**src/rtl/sm83_clock_gen.sv**
```systemverilog
// SM83 master-clock phase generator: derives CLK1..CLK9 from an 8x master clock,
// sequences power-up reset, and freezes phases on M-cycle boundaries for HALT/STOP.
module sm83_clock_gen #(
  parameter int unsigned STABLE_CYC = 16,
  parameter int unsigned RST_MCYC   = 4
) (
  input  logic CLK,
  input  logic nRESET,
  input  logic OSC_STABLE,
  input  logic OSC_ENA,
  input  logic CLK_ENA,
  input  logic WAKE,
  output logic CLK1,
  output logic CLK2,
  output logic CLK3,
  output logic CLK4,
  output logic CLK5,
  output logic CLK6,
  output logic CLK7,
  output logic CLK8,
  output logic CLK9,
  output logic SYNC_RESET,
  output logic RUNNING
);

  localparam logic [7:0] STABLE_LIM = 8'(STABLE_CYC);
  localparam logic [7:0] MCYC_LIM   = 8'(RST_MCYC);

  typedef enum logic [2:0] {
    S_WAIT_OSC = 3'd0,
    S_RST_RUN  = 3'd1,
    S_RUN      = 3'd2,
    S_HOLD     = 3'd3,
    S_STOP     = 3'd4
  } state_e;

  state_e      state_q, state_d;
  logic [2:0]  ph_q, ph_d;
  logic [7:0]  stab_q, stab_d;
  logic [7:0]  mcyc_q, mcyc_d;
  logic [8:0]  clk_q, clk_d;
  logic        sync_q, sync_d;
  logic        run_q, run_d;

  // Bit k-1 of the result is CLKk for the given phase.
  function automatic logic [8:0] phase_decode(input logic [2:0] ph);
    logic [8:0] d;
    d[0] = (ph <= 3'd3);
    d[1] = (ph >= 3'd4);
    d[2] = (ph >= 3'd2) && (ph <= 3'd5);
    d[3] = (ph >= 3'd6) || (ph <= 3'd1);
    d[4] = (ph >= 3'd1) && (ph <= 3'd4);
    d[5] = (ph >= 3'd5) || (ph == 3'd0);
    d[6] = (ph >= 3'd3) && (ph <= 3'd6);
    d[7] = (ph[1:0] == 2'd0);
    d[8] = (ph[1:0] != 2'd0);
    return d;
  endfunction

  // Next-state, counter and output decode logic.
  always_comb begin
    state_d = state_q;
    ph_d    = ph_q;
    stab_d  = stab_q;
    mcyc_d  = mcyc_q;
    sync_d  = sync_q;
    case (state_q)
      S_WAIT_OSC: begin
        if (!OSC_STABLE) begin
          stab_d = 8'd0;
        end else if (stab_q + 8'd1 == STABLE_LIM) begin
          stab_d  = 8'd0;
          ph_d    = 3'd0;
          // After a STOP wake-up the core is not reset again.
          state_d = sync_q ? S_RST_RUN : S_RUN;
        end else begin
          stab_d = stab_q + 8'd1;
        end
      end
      S_RST_RUN: begin
        ph_d = ph_q + 3'd1;
        if (ph_q == 3'd7) begin
          if (mcyc_q + 8'd1 == MCYC_LIM) begin
            mcyc_d  = 8'd0;
            sync_d  = 1'b0;
            state_d = S_RUN;
          end else begin
            mcyc_d = mcyc_q + 8'd1;
          end
        end else begin
          mcyc_d = mcyc_q;
        end
      end
      S_RUN: begin
        ph_d = ph_q + 3'd1;
        if (ph_q == 3'd7) begin
          if (!OSC_ENA) begin
            state_d = S_STOP;
          end else if (!CLK_ENA) begin
            state_d = S_HOLD;
          end else begin
            state_d = S_RUN;
          end
        end else begin
          state_d = S_RUN;
        end
      end
      S_HOLD: begin
        ph_d = 3'd0;
        if (CLK_ENA) begin
          state_d = S_RUN;
        end else begin
          state_d = S_HOLD;
        end
      end
      S_STOP: begin
        ph_d = 3'd0;
        if (WAKE) begin
          state_d = S_WAIT_OSC;
          stab_d  = 8'd0;
        end else begin
          state_d = S_STOP;
        end
      end
      default: begin
        state_d = S_WAIT_OSC;
        ph_d    = 3'd0;
        stab_d  = 8'd0;
        mcyc_d  = 8'd0;
        sync_d  = 1'b1;
      end
    endcase
    run_d = (state_d == S_RST_RUN) || (state_d == S_RUN);
    if (run_d) begin
      clk_d = phase_decode(ph_d);
    end else begin
      clk_d = 9'd0;
    end
  end

  // State and output registers with synchronous active-low reset.
  always_ff @(posedge CLK) begin
    if (!nRESET) begin
      state_q <= S_WAIT_OSC;
      ph_q    <= 3'd0;
      stab_q  <= 8'd0;
      mcyc_q  <= 8'd0;
      clk_q   <= 9'd0;
      sync_q  <= 1'b1;
      run_q   <= 1'b0;
    end else begin
      state_q <= state_d;
      ph_q    <= ph_d;
      stab_q  <= stab_d;
      mcyc_q  <= mcyc_d;
      clk_q   <= clk_d;
      sync_q  <= sync_d;
      run_q   <= run_d;
    end
  end

  assign CLK1       = clk_q[0];
  assign CLK2       = clk_q[1];
  assign CLK3       = clk_q[2];
  assign CLK4       = clk_q[3];
  assign CLK5       = clk_q[4];
  assign CLK6       = clk_q[5];
  assign CLK7       = clk_q[6];
  assign CLK8       = clk_q[7];
  assign CLK9       = clk_q[8];
  assign SYNC_RESET = sync_q;
  assign RUNNING    = run_q;

endmodule
```
**config.mk**
```make
export PLATFORM = sky130hd
export DESIGN_NAME = sm83_clock_gen
export DESIGN_NICKNAME = d
export VERILOG_FILES = /design/src/rtl/sm83_clock_gen.sv
export SDC_FILE = /design/constraint.sdc
export NUM_CORES = 1
export LEC_CHECK = 0
export BUFFER_PORTS_ARGS = -buffer_cell sky130_fd_sc_hd__buf_2
export CORE_MARGIN = 2
export CORE_UTILIZATION = 30
export CTS_BUF_LIST = sky130_fd_sc_hd__clkbuf_8 sky130_fd_sc_hd__clkbuf_16
export CTS_CLUSTER_DIAMETER = 200
export CTS_CLUSTER_SIZE = 8
export DETAILED_ROUTE_END_ITERATION = 8
export GPL_TIMING_DRIVEN = 0
export SLEW_MARGIN = 0
export SYNTH_ARGS = -nofsm -noshare
export SYNTH_HDL_FRONTEND = slang
export SYNTH_SLANG_ARGS = --single-unit
```
**constraint.sdc**
```tcl
create_clock -name CLK -period 3.3 [get_ports CLK]
set_clock_uncertainty 0.05 [all_clocks]
set_input_delay 0.66 -clock CLK [delete_from_list [all_inputs] [get_ports CLK]]
set_output_delay 0.66 -clock CLK [all_outputs]
set_load 0.1 [all_outputs]
```
==> results_dict.tcl, run 1 <==
set metrics [dict create \
    fin_cells 298 \
    core-area_mm2 0.00554 \
    clk_pin_slew_ns 0.07 \
    syn_avg_cell_area_um2 8.62 \
    path_class "flip-flop to flip-flop" \
    path_cells "ha_1 -> ha_1 -> a21oi_1 -> o32a_1 -> o21ai_2 -> nor3_1 -> a2111o_1 -> buf_6 -> nor2b_2" \
    fmax_ghz 0.419 \
    yosysWarnings 0 \
    synth_cells 202 \
    hold_path_startpoint "mcyc_q[2]$_SDFFE_PN0P_" \
    setup_viol 0 \
    p_leak_nw 0.822 \
    initial_core_util_pct 31.4 \
    worstPathArrival_ns 2.56 \
    tightestPinTransition_ns 0.486 \
    pwr-share-seq_pct 46.1 \
    worst_setup_path_end_kind "flip-flop" \
    slew_headroom_pct 67.8 \
    ant_nets 0 \
    final_common_cell "dfxtp_1" \
    synth_area_mm2 0.00174 \
    synthArstFlopShare_pct 0 \
    fin_setup_tns_ns 0 \
    worstPathMaxFanout 10 \
    path_buf_inv 1 \
    max_stage_delay_ns 0.45 \
    globalRoute.totalOverflow 0 \
    internal_power_w 0.000708 \
    drt_iter0_drc 33 \
    antenna_found_initial 0 \
    dpl.cell_count 290 \
    power.clock.fraction_pct 51.6 \
    regArea_um2 661 \
    peakVddDrop_mv 0.207 \
    p_per_area_mw_per_mm2 425 \
    synthToLayoutAreaGrowth_pct 17.5 \
    wl_per_cell_um 11.7 \
    worstPathRequired_ns 3.47 \
    clk_latency_ns 0.28 \
    die_y_um 80.2 \
    grt_pass1_vias 1251 \
    fp.dieW_um 80.2 \
    viasPerCell 4.85 \
    synth_seq_cells 33 \
    ios 17 \
    grt_usage_pct 11.5 \
    synth_area_leaders "dfxtp_1, nor2b_1, a21oi_1" \
    synth_top_flop_cell "dfxtp_1" \
    grt_max_degree 12 \
    drc_errors 0 \
    antennaDiodeCount 0 \
    num-fill-cells 597 \
    yosysTopAreaCellShare_pct 37.9 \
    reg2reg_from "ph_q[1]$_SDFF_PN0_" \
    cp_common_cell "ha_1" \
    critPathTopFamily "compound AO/OA/AOI/OAI gates" \
    detailed_place_hpwl_um 2540 \
    p_sw_w 0.000162 \
    cts_setup_buffers 0 \
    clock-sinks 33 \
    dr.pass1.iters 4 \
    clock-root-buffer "clkbuf_8" \
    dieArea_mm2 0.00643 \
    synth_edf_count 0 \
    status "completed" \
    nNetsFinal 235 \
    drive_gt1_share_pct 20.8 \
    grt_pass1_wl_um 5780 \
    ys_seq_area_share_pct 37.9 \
    drv_cap 0 \
    port_buffers 16 \
    period_share_pct 72.4 \
    crit_path_start "ph_q[1]$_SDFF_PN0_" \
    cts_max_level 2 \
    fp-row-count 27 \
    cts_hold_buf 0 \
    layout_common_cells "dfxtp_1, nor2_1, nand2_1, buf_2, a21oi_1" \
    cts_tree "built" \
    critical_path.slowest_cell "dfxtp_1" \
    clock_path_buffers 2 \
    vias 1445 \
    cp-start-kind "flip-flop" \
    place.gp.congestion 0.752 \
    swShare_pct 18.6 \
    ys_types 54 \
    cts_buffers 5 \
    post_cts_resized 0 \
    wl_um 3470 \
    p_comb_share_pct 2.3 \
    rsz0062_at_grt "false" \
    yosysTopAreaCell "dfxtp_1" \
    maxSlewViolCount 0 \
    synth_fp_nets 212 \
    hp-class "flip-flop to flip-flop" \
    period_minus_slack_ns 2.39 \
    multiInputGateArea_mm2 0.00100 \
    hold_violations 0 \
]
-- final cells by class --
| class | count | share of cell area, % |
|---|---|---|
| inverters | 7 | 1.28 |
| well taps | 72 | 4.40 |
| clock inverters | 3 | 3.18 |
| clock buffers | 5 | 3.36 |
| plain buffers | 7 | 2.57 |
| multi-input cells | 155 | 49.0 |
| repair buffers | 16 | 3.91 |
| flip-flops and latches | 33 | 32.3 |
-- routing by layer --
layer	routed length [um]	GRT usage, %	up-vias
met5	0	0	-
met4	58	4.58	0
met3	111	3.37	5
met2	1470	17.7	20
met1	1830	15.1	651
li1	-	-	769
-- logic make-up after synthesis --
family	synth area share (%)
AO/OA/AOI/OAI	20.4
multiplexers	0.575
XOR/XNOR	1.51
buffers and inverters	4.53
flip-flops	37.9
adder cells (fa/ha/maj)	2.87
AND/OR/NAND/NOR	32.2
-- cell usage after synthesis (3+ instances only) --
cell type,instances
a21oi_1,14
and3_1,6
nor2_1,17
nand3_1,10
nor3_1,6
nand2b_1,3
inv_2,3
dfxtp_1,33
nand2_1,16
o21ai_0,9
nor2b_2,4
nor3b_1,5
buf_6,3
and2_1,3
clkbuf_1,3
ha_1,4
inv_1,4
nor2b_1,12
o21ai_1,3
-- worst reg2reg max path, delay by kind of cell, from the launching register on --
| family | cells | cell delay [ns] |
|---|---|---|
| fa+ha+maj | 2 | 0.51 |
| flops | 1 | 0.45 |
| buf+inv | 1 | 0.17 |
| simple gates | 2 | 0.16 |
| compound gates | 4 | 0.99 |
-- flip-flops by register name (all words and copies together) (netlist names) --
| register | cells |
|---|---|
| clk_q | 9 |
| mcyc_q | 8 |
| stab_q | 8 |
| ph_q | 3 |
| state_q | 3 |
| RUNNING | 1 |
| SYNC_RESET | 1 |
-- path summary, 6_finish.rpt --
kind / slack [ns] / depth (start not counted) / to
min reg2reg: 0.44 / 2 / mcyc_q[2]$_SDFFE_PN0P_
max: 0.91 / 9 / clk_q[7]$_SDFF_PN0_
min: 0.44 / 2 / mcyc_q[2]$_SDFFE_PN0P_
max reg2reg: 0.91 / 9 / clk_q[7]$_SDFF_PN0_
-- power groups by stage --
stage	logic [W]	clock network [W]	registers, W
after floorplan	0.0000125	0	0.000409
after global placement	0.0000202	0	0.000410
after detailed placement	0.0000206	0	0.000410
after CTS	0.0000207	0.000468	0.000400
after global routing	0.0000225	0.000488	0.000401
final	0.0000203	0.000449	0.000401
-- per-stage QoR --
step                total power (W)  instance area, um^2  hold WS (ns)  util, %  setup WS [ns]
floorplan                  0.000422                 1740         0.410        -           1.16
global placement           0.000430                 1910         0.430     34.5          0.962
detailed placement         0.000430                 1910         0.439     34.5          0.937
CTS                        0.000889                 2050         0.449     36.9          0.913
global route               0.000912                 2050         0.482     36.9          0.765
finish                     0.000870                 2050         0.443     36.9          0.911
Power figures use the tool's default switching activity.
==> inputs of run 2 (changes only) <==
==> constraint.sdc (replaced) <==
create_clock -name CLK -period 1.9 [get_ports CLK]
set_clock_uncertainty 0.05 [all_clocks]
set_input_delay 0.38 -clock CLK [delete_from_list [all_inputs] [get_ports CLK]]
set_output_delay 0.38 -clock CLK [all_outputs]
set_load 0.1 [all_outputs]
==> results_dict.tcl, run 2 (synthesis results as in run 1) <==
set metrics [dict create \
    status "complete, but fails checks" \
    violations "setup timing" \
    peakVddDrop_mv 0.310 \
    regArea_um2 671 \
    multiInputGateArea_mm2 0.00106 \
    clk_latency_ns 0.28 \
    cts_hold_buf 0 \
    clock-root-buffer "clkbuf_8" \
    internal_power_w 0.00123 \
    cts_max_level 2 \
    initial_core_util_pct 31.4 \
    rsz0062_at_grt "true" \
    dpl_worst_slack_ns -0.407 \
    period_share_pct 116 \
    drc_errors 0 \
    grt_pass1_vias 1366 \
    hp-class "input port to flip-flop" \
    place.gp.congestion 0.786 \
    cts_buffers 5 \
    wl_per_cell_um 11.8 \
    clk_pin_slew_ns 0.08 \
    ios 17 \
    grt_max_degree 13 \
    path_cells "ha_4 -> or4b_4 -> nor4_4 -> a41o_1 -> nor3_1 -> a2111o_1 -> buf_6 -> nor2b_2" \
    swShare_pct 19.7 \
    fmax_ghz 0.454 \
    p_sw_w 0.000302 \
    vias 1491 \
    max_stage_delay_ns 0.50 \
    hold_slack_ns 0.428 \
    slew_headroom_pct 67.5 \
    hold_path_startpoint "nRESET" \
    tightestPinTransition_ns 0.487 \
    ff2ff_path_depth 8 \
    viasPerCell 4.95 \
    reg2reg_from "mcyc_q[0]$_SDFFE_PN0P_" \
    r2r_slack_ns -0.30 \
    ant_nets 0 \
    p_comb_share_pct 2.3 \
    worstPathRequired_ns 2.08 \
    layout_common_cells "dfxtp_1, nor2_1, buf_2, nand2_1, a21oi_1" \
    worstPathMaxFanout 10 \
    period_minus_slack_ns 2.20 \
    globalRoute.totalOverflow 0 \
    p_leak_nw 0.837 \
    port_buffers 16 \
    hold_end "state_q[0]$_SDFF_PN0_" \
    largest_reg_flops 9 \
    grt_pass1_wl_um 6250 \
    antenna_found_initial 0 \
    fp-row-count 27 \
    reg_top3 "clk_q: 9 flops, mcyc_q: 8 flops, stab_q: 8 flops" \
    pwr-share-seq_pct 45.1 \
    fp.dieW_um 80.2 \
    num-fill-cells 581 \
    top_register "clk_q" \
    hold_violations 0 \
    drt_iter0_drc 108 \
    die_y_um 80.2 \
    fin_ws_ns -0.304 \
    maxSlewViolCount 0 \
    cts_tree "built" \
    synthToLayoutAreaGrowth_pct 23.3 \
    path_class "flip-flop to flip-flop" \
    clock_path_buffers 2 \
    drv_cap 0 \
    dr.pass1.iters 4 \
    cp-start-kind "flip-flop" \
    clock-sinks 33 \
    core-area_mm2 0.00554 \
    nNetsFinal 238 \
    wl_um 3560 \
    detailed_place_hpwl_um 2480 \
    r2r-end "clk_q[1]$_SDFF_PN0_" \
    grt_usage_pct 12.2 \
    p_per_area_mw_per_mm2 715 \
    setup_viol 10 \
    drive_gt1_share_pct 27.1 \
    power.clock.fraction_pct 52.6 \
    worst_setup_path_end_kind "flip-flop" \
    path_buf_inv 1 \
    whs_path_depth 3 \
    critical_path.slowest_cell "or4b_4" \
    critPathTopFamily "simple AND/OR/NAND/NOR gates" \
    dieArea_mm2 0.00643 \
    crit_path_start "mcyc_q[0]$_SDFFE_PN0P_" \
    worstPathArrival_ns 2.38 \
    final_common_cell "dfxtp_1" \
    antennaDiodeCount 0 \
]
run 2: worst reg2reg max path, cell delays in order, from the launching register on:
cell and delay [ns]:
dfxtp_2 0.35, ha_4 0.13, or4b_4 0.50, nor4_4 0.17, a41o_1 0.24, nor3_1 0.06, a2111o_1 0.40, buf_6 0.15
nor2b_2 0.10
run 2: power groups by stage:
stage	clock [W]	sequential (W)	combinational, W
4_1_cts	0.000825	0.000695	0.0000357
3_3_place_gp	0	0.000712	0.0000354
5_1_grt	0.000854	0.000693	0.0000398
6_report	0.000807	0.000693	0.0000354
2_1_floorplan	0	0.000711	0.0000216
3_5_place_dp	0	0.000712	0.0000353
run 2: layer usage:
layer	track usage, %	wire (um)	vias to the layer above
li1	-	-	774
met1	15.6	1760	686
met2	19.1	1590	25
met3	3.48	135	6
met4	5.08	69	0
met5	0	0	-
run 2: worst max path at each step:
stage	endpoint	cells after the start
5_1_grt	clk_q[1]$_SDFF_PN0_	8
4_1_cts	clk_q[1]$_SDFF_PN0_	7
6_report	clk_q[1]$_SDFF_PN0_	8
2_1_floorplan	clk_q[2]$_SDFF_PN0_	7
3_5_place_dp	clk_q[1]$_SDFF_PN0_	9
3_3_place_gp	clk_q[4]$_SDFF_PN0_	9
run 2: cell type report:
| cell class | count | area share, % |
|---|---|---|
| plain buffers | 7 | 2.62 |
| well taps | 72 | 4.20 |
| multi-input cells | 155 | 49.5 |
| repair buffers | 19 | 4.78 |
| clock inverters | 3 | 3.21 |
| inverters | 7 | 1.22 |
| clock buffers | 5 | 3.21 |
| flip-flops and latches | 33 | 31.2 |
run 2: what timing repair did:
| item | in CTS | in global routing |
|---|---|---|
| setup endpoints to repair | 14 | 19 |
| pin swaps | 4 | 4 |
| cloned | 0 | 0 |
| gates resized for setup | 6 | 11 |
| setup buffers | 2 | 1 |
run 2: stage by stage:
stage                     util (%)  power, W  TNS (ns)  cell area (um^2)  std cells
after floorplan                  -  0.000733     -2.10              1750        202
after global placement        34.6  0.000747     -3.74              1920        290
after detailed placement      34.6  0.000747     -3.91              1920        290
after CTS                     37.8   0.00156     -3.23              2090        300
after global routing          38.8   0.00159     -3.63              2150        301
final                         38.8   0.00154     -2.81              2150        301
